File: config.mk
export PLATFORM = sky130hd
export DESIGN_NAME = next_pc_unit
export DESIGN_NICKNAME = d
export VERILOG_FILES = /design/src/rtl/next_pc_unit.sv
export SDC_FILE = /design/constraint.sdc
export NUM_CORES = 1
export LEC_CHECK = 0
export BUFFER_PORTS_ARGS = -buffer_cell sky130_fd_sc_hd__buf_2
export CAP_MARGIN = 20
export CORE_MARGIN = 2
export CORE_UTILIZATION = 31
export CTS_CLUSTER_SIZE = 30
export DETAILED_ROUTE_END_ITERATION = 12
export GPL_TIMING_DRIVEN = 1
export SLEW_MARGIN = 20
export SYNTH_ARGS = -nofsm -noshare
export SYNTH_HDL_FRONTEND = slang
export SYNTH_SLANG_ARGS = --single-unit
File: constraint.sdc
create_clock -name clk -period 5.2 [get_ports clk]
set_clock_uncertainty 0.2 [all_clocks]
set_input_delay 0.26 -clock clk [delete_from_list [all_inputs] [get_ports clk]]
set_output_delay 0.26 -clock clk [all_outputs]
set_load 0.01 [all_outputs]
File: src/rtl/next_pc_unit.sv
// ----------------------------------------------------------------------------
// next_pc_unit
// Program counter and next-PC selection for a simple two-phase fetch/execute
// core. It holds the PC, requests the instruction at PC from instruction
// memory, and once the instruction is valid it picks the next PC from the
// control inputs (sequential, branch, jump, register).
//
// Ports
//   clk            system clock, rising-edge active
//   rst            asynchronous active-high reset
//   ShiftedOffset  branch offset, already sign-extended and shifted by 2
//   JumpIndex      J-type 26-bit instruction index
//   RegTarget      JR register target
//   PCSrc          next-PC select: 00 seq, 01 branch, 10 jump, 11 register
//   BranchTaken    branch condition, only used with PCSrc = 01
//   Stall          hold the current instruction in EXEC
//   ImemAck        instruction memory completes the fetch at ImemAddr
//   ImemReq        fetch request (high throughout FETCH)
//   ImemAddr       fetch address, always equal to PC
//   PC             current program counter
//   PCPlus4        PC + 4, combinational, wraps modulo 2^32
//   InstrValid     instruction is current, control inputs are sampled
//   AlignErr       sticky flag: a misaligned next PC was selected
// ----------------------------------------------------------------------------
module next_pc_unit #(
    parameter logic [31:0] RESET_PC = 32'h0000_0000
) (
    input  logic        clk,
    input  logic        rst,
    input  logic [31:0] ShiftedOffset,
    input  logic [25:0] JumpIndex,
    input  logic [31:0] RegTarget,
    input  logic [1:0]  PCSrc,
    input  logic        BranchTaken,
    input  logic        Stall,
    input  logic        ImemAck,
    output logic        ImemReq,
    output logic [31:0] ImemAddr,
    output logic [31:0] PC,
    output logic [31:0] PCPlus4,
    output logic        InstrValid,
    output logic        AlignErr
);

    typedef enum logic [1:0] {
        BOOT,
        FETCH,
        EXEC,
        HALT
    } state_t;

    state_t      state_q;
    logic [31:0] pc_q;
    logic        req_q;
    logic        valid_q;
    logic        align_err_q;
    logic [31:0] pc_plus4;
    logic [31:0] next_pc;

    assign pc_plus4 = pc_q + 32'd4;

    always_comb begin
        next_pc = pc_plus4;
        case (PCSrc)
            2'b00:   next_pc = pc_plus4;
            2'b01:   next_pc = BranchTaken ? (pc_plus4 + ShiftedOffset) : pc_plus4;
            2'b10:   next_pc = {pc_plus4[31:28], JumpIndex, 2'b00};
            default: next_pc = RegTarget;
        endcase
    end

    // Outputs are registered alongside the state so that each one is a
    // direct function of the state being entered.
    always_ff @(posedge clk or posedge rst) begin
        if (rst) begin
            state_q     <= BOOT;
            pc_q        <= RESET_PC;
            req_q       <= 1'b0;
            valid_q     <= 1'b0;
            align_err_q <= 1'b0;
        end else begin
            case (state_q)
                BOOT: begin
                    state_q <= FETCH;
                    req_q   <= 1'b1;
                end
                FETCH: begin
                    if (ImemAck) begin
                        state_q <= EXEC;
                        req_q   <= 1'b0;
                        valid_q <= 1'b1;
                    end
                end
                EXEC: begin
                    if (!Stall) begin
                        valid_q <= 1'b0;
                        if (next_pc[1:0] != 2'b00) begin
                            // Misaligned target: freeze PC and stop fetching.
                            state_q     <= HALT;
                            align_err_q <= 1'b1;
                        end else begin
                            state_q <= FETCH;
                            pc_q    <= next_pc;
                            req_q   <= 1'b1;
                        end
                    end
                end
                HALT: begin
                    state_q <= HALT;
                end
                default: begin
                    state_q <= HALT;
                end
            endcase
        end
    end

    assign ImemReq    = req_q;
    assign ImemAddr   = pc_q;
    assign PC         = pc_q;
    assign PCPlus4    = pc_plus4;
    assign InstrValid = valid_q;
    assign AlignErr   = align_err_q;

endmodule
After elaboration in Yosys (flattened, before gate mapping)

Index checks and enable logic that the tools add are counted.

Flip-flop bits (word level): 37
Input port bits: 97
Output and inout port bits: 99

Add/subtract/negate cells: 2
Equality and inequality tests: 8
Mux-type cells: 13
Bitwise gates (word level): 2
Reductions and logical operators: 10

Operators with widths:

| operator                                                               | count |
|---|---|
| 32-bit case mux with 3 select lines                                    | 1 |
| 32-bit by 3-bit adder with 32-bit output (second input constant)       | 1 |
| 32-bit adder                                                           | 1 |
| 32-bit 2-to-1 mux                                                      | 1 |
| 3-bit AND reduction                                                    | 3 |
| 2-bit case mux with 4 select lines                                     | 1 |
| 2-bit equality test (second input constant)                            | 3 |
| 2-bit 2-to-1 mux                                                       | 3 |
| 2-bit inequality test (second input constant)                          | 3 |
| 1-bit 2-to-1 mux                                                       | 5 |
| 2-bit by 1-bit equality test with 1-bit output (second input constant) | 2 |
| 2-bit zero test                                                        | 2 |
| 4-bit AND reduction                                                    | 1 |
| 2-bit nonzero test                                                     | 2 |
| 1-bit case mux with 3 select lines                                     | 1 |
| 3-bit nonzero test                                                     | 1 |
| 1-bit inverter                                                         | 2 |
| 1-bit case mux with 2 select lines                                     | 1 |
| 2-bit AND reduction                                                    | 1 |

Longest topological paths before layout

Depth after elaboration: 8
Gate-level depth with buffers: 17
Gate-level depth less buffers: 15

Least setup slack after synthesis

Ideal clock, no wire load.

Path kind: register -> register
From: register pc_q[2] (netlist: ImemAddr[2])
To: register pc_q[29] (netlist: ImemAddr[29])
Data arrival time: 3.622 ns
Setup slack: 1.240 ns
Stages on the path, launching flop included: 18
Buffers on the path: 2
Period minus slack after synthesis: 3.960 ns
Cell sequence: dfrtp_1 > ha_1 > nand3_1 > nor2_1 > and3_1 > clkbuf_1 > and3_1 > xor2_1 > ha_1 > clkbuf_1 > a21o_1 > a21o_1 > a21o_1 > or3_1 > nor3_2 > o31ai_2 > xnor2_1 > o221ai_1

Longest elaborated chain between the ends: 4

Ends and longest elaborated chain:

| item                                     | RTL line | text |
|---|---|---|
| from (decl)                              | 53       | `logic [31:0] pc_q;` |
| from (signal assigned)                   | 103      | `pc_q <= next_pc;` |
| 32-bit by 3-bit adder with 32-bit output | 60       | `assign pc_plus4 = pc_q + 32'd4;` |
| net PCPlus4[22]                          | 40       | `output logic [31:0] PCPlus4,` |
| 32-bit adder                             | 66       | `2'b01: next_pc = BranchTaken ? (pc_plus4 + ShiftedOffset) : pc_plus4;` |
| 32-bit 2-to-1 mux                        | 66       |  |
| 32-bit case mux with 3 select lines      | 64       | `case (PCSrc)` |

The timed path passes the listed nets, and every way through them passes these cells.
A chain may end at the register's enable or synchronous reset.

Worst setup path in the final report

From: register pc_q[2] (netlist: ImemAddr[2])
To: register pc_q[29] (netlist: ImemAddr[29])

Longest elaborated chain between the ends: 4

Ends and longest elaborated chain:

| item                                         | RTL line |
|---|---|
| 32-bit by 3-bit adder with 32-bit output (*) | 60 |
| 32-bit adder                                 | 66 |
| 32-bit 2-to-1 mux                            | 66 |
| 32-bit case mux with 3 select lines (*)      | 64 |

Mark *: on every way between the ends. The rest lies on a longest branch, timed or not.

==> impl_metrics.ini <==
[finish]
multi_input_area_um2 = 3550
drive_gt1_share_pct = 29.3
n_antenna_cell = 0
final_util_pct = 39.2
stdcell_area_um2 = 6010
syn2layout_area_growth_pct = 22.8
mostFrequentLayoutCell = buf_2
fillers = 1655
nNetsFinal = 922
final_cell_count_no_fill = 1000
layout_common_cells = buf_2, nand2_1, a21oi_1, nor2_1, dfrtp_1
seq_area_um2 = 926

[drt]
drc = 0
route.detailed.wl_per_inst_um = 17.9
avgViaCountPerCell = 5.33
drtIter0Drc = 358
dr.pass1.iters = 5
antenna_left = 0
routed_wl_mm = 17.9
routed-via-count = 5330

[worst_setup_path]
crit_top_cell = a21o_1
worstReg2RegStart = ImemAddr[2]
slowest_stage = dfrtp_1
cp_cell_sequence = ha_1, nand3_1, nor2_1, and3_1, and3_1, xor2_1, ha_1, a21o_1, a21o_1, a21o_1, or3_1, nor3_2, o31ai_2, xnor2_1, o221ai_1
required_ns = 5.15
reg2reg_depth = 15
crit_fanout = 8
critPathBufInv = 0
arrival_ns = 4.10
max_stage_delay_ns = 0.45
crit_cells = 15
r2r_slack_ns = 1.04
critPathTopFamily = simple AND/OR/NAND/NOR gates
crit_type = register to register
rr_endpoint = ImemAddr[29]
crit_path_start_kind = register
critPathCaptureType = register

[power]
peakVddDrop_uv = 134
power.leakage_nw = 3.07
seqPwrFrac_pct = 25.0
power.switching_mw = 0.699
power_frac_comb_pct = 52.1
p_sw_share_pct = 43.4
pwr_density_cell_nw_per_um2 = 268
power.share.clock_pct = 22.9
internal_power_mw = 0.912

[cts]
cts_resized = 0
cts_hold_buf = 1
cts_buffers = 5
clock_sinks = 37
h-tree-depth = 2
cts_setup_buffers = 0
insertion_delay_ns = 0.29
cts_tree = built
clkSlewWorstSetupHoldPaths_ns = 0.07
cts-root-buf = clkbuf_16
cts_max_path_buffers = 2

[floorplan]
ioPinCount = 196
dieHeight_um = 130
core_area_um2 = 15300
fp-row-count = 45
dieArea_um2 = 16800
initial_core_util_pct = 32.0
die_w_um = 130

[synth]
synth_seq_cells = 37
avgSynthCellArea_um2 = 7.68
ys_types = 67
ys_warn_count = 0
async_reset_ff_share_pct = 100
yosysSeqAreaShare_pct = 18.9
synth_area_um2 = 4890
synth_edf_count = 0
syn_inst = 637
synth_top_flop_cell = dfrtp_1
syn_nets = 771

[placement]
port-buffer-count = 195
placed_cells = 991
dp_hpwl_mm = 14.1
gp_congestion = 0.943
dpl_cell_area_um2 = 5830

[sta]
finalCriticalPeriod_ns = 4.16
tns_ns = 0
setup_violations = 0
fin_crit_sh_pct = 79.9
worstMarginPinSlew_ns = 0.993
fmax_mhz = 241
finalMaxSlewViolations = 0
maxSlewHeadroom_pct = 33.5
grt_setup_unrepaired = no
holdWs_ns = 0.0185
finalHoldViolCount = 0

[worst_hold_path]
hold_end = state_q[1]
hp-class = input pin to register
holdPathStages = 3
hp-start = ImemAck

[flow_run]
drv_cap = 0

[global_route]
antenna_found_initial = 0
grt_max_degree = 51
grt_overflow = 0
grt_util_met1_pct = 28.6
grt_pass1_wl_mm = 27.3
met3_usage_pct = 3.26
busiest_layer = met2
grt_usage_pct = 20.9
grtUsageMet2_pct = 33.9
grt_pass1_vias = 4997

[run_status]
status = complete, no violations
==> cells in the mapped netlist, types with 5 or more instances <==
cell type	instances	area, um^2
a211oi_1	7	52.6
a21o_1	15	113
a21oi_1	49	245
a221o_1	5	50.1
a31oi_1	7	43.8
and2_1	11	68.8
and3_1	14	87.6
buf_2	8	40.0
buf_4	34	255
clkbuf_1	15	56.3
dfrtp_1	37	926
ha_1	36	450
inv_1	17	63.8
mux2_2	10	113
mux2i_1	22	220
nand2_1	69	259
nand2b_1	6	37.5
nand3_1	19	95.1
nand4_1	11	68.8
nor2_1	44	165
nor3_1	11	55.1
nor4_1	7	43.8
o21a_1	6	45.0
o21ai_0	31	155
o21ai_1	17	85.1
or3_1	5	31.3
xnor2_1	32	280
xor2_1	17	149
==> kinds of logic after synthesis <==
| family | Yosys count | share of synthesized area [%] |
|---|---|---|
| compound gates | 190 | 25.4 |
| xor+xnor | 49 | 8.77 |
| fa+ha+maj | 37 | 9.61 |
| buf+inv | 76 | 8.64 |
| flops | 37 | 18.9 |
| mux | 32 | 6.80 |
| simple gates | 216 | 21.9 |
==> flip-flops by register name, summed over array words and instances (netlist names) <==
signal,count
ImemAddr,32
InstrValid,1
ImemReq,1
AlignErr,1
state_q,2
==> power by group through the flow <==
stage                     clock, mW  sequential (mW)  combinational (mW)
after floorplan                   0            0.408               0.583
after global placement            0            0.407               0.833
after detailed placement          0            0.407               0.832
after CTS                     0.379            0.402               0.838
after global routing          0.385            0.411               0.928
final                         0.369            0.403               0.839
==> stage by stage <==
stage,setup slack (ns),power (mW)
after floorplan,1.24,0.990
after global placement,1.15,1.24
after detailed placement,1.09,1.24
after CTS,1.05,1.62
after global routing,0.746,1.72
final,1.04,1.61
==> cell type report <==
type / count / share of cell area, %
multi-input cells: 524 / 59.1
well taps: 211 / 4.39
inverters: 17 / 1.06
clock inverters: 2 / 0.646
repair buffers: 203 / 17.3
flip-flops and latches: 37 / 15.4
clock buffers: 6 / 2.14
==> tightest hold or removal path, cell delays in order <==
cell	delay, ns
buf_2	0.09
o21ai_0	0.07
nand2_1	0.06
==> layer usage <==
layer  wire [um]  vias to the layer above
met3        1030                       22
met1        8260                     2501
met2        8200                      195
li1            -                     2612
met4         391                        0
met5           0                        -
==> worst max path at each step <==
stage / endpoint / slack (ns) / start
5_1_grt: ImemAddr[29] / 0.75 / ImemAddr[2]
3_3_place_gp: ImemAddr[29] / 1.15 / ImemAddr[4]
2_1_floorplan: ImemAddr[29] / 1.24 / ImemAddr[2]
3_5_place_dp: ImemAddr[29] / 1.09 / ImemAddr[2]
6_report: ImemAddr[29] / 1.04 / ImemAddr[2]
4_1_cts: ImemAddr[29] / 1.05 / ImemAddr[2]
Note: power is estimated with default switching activity, not from simulation.
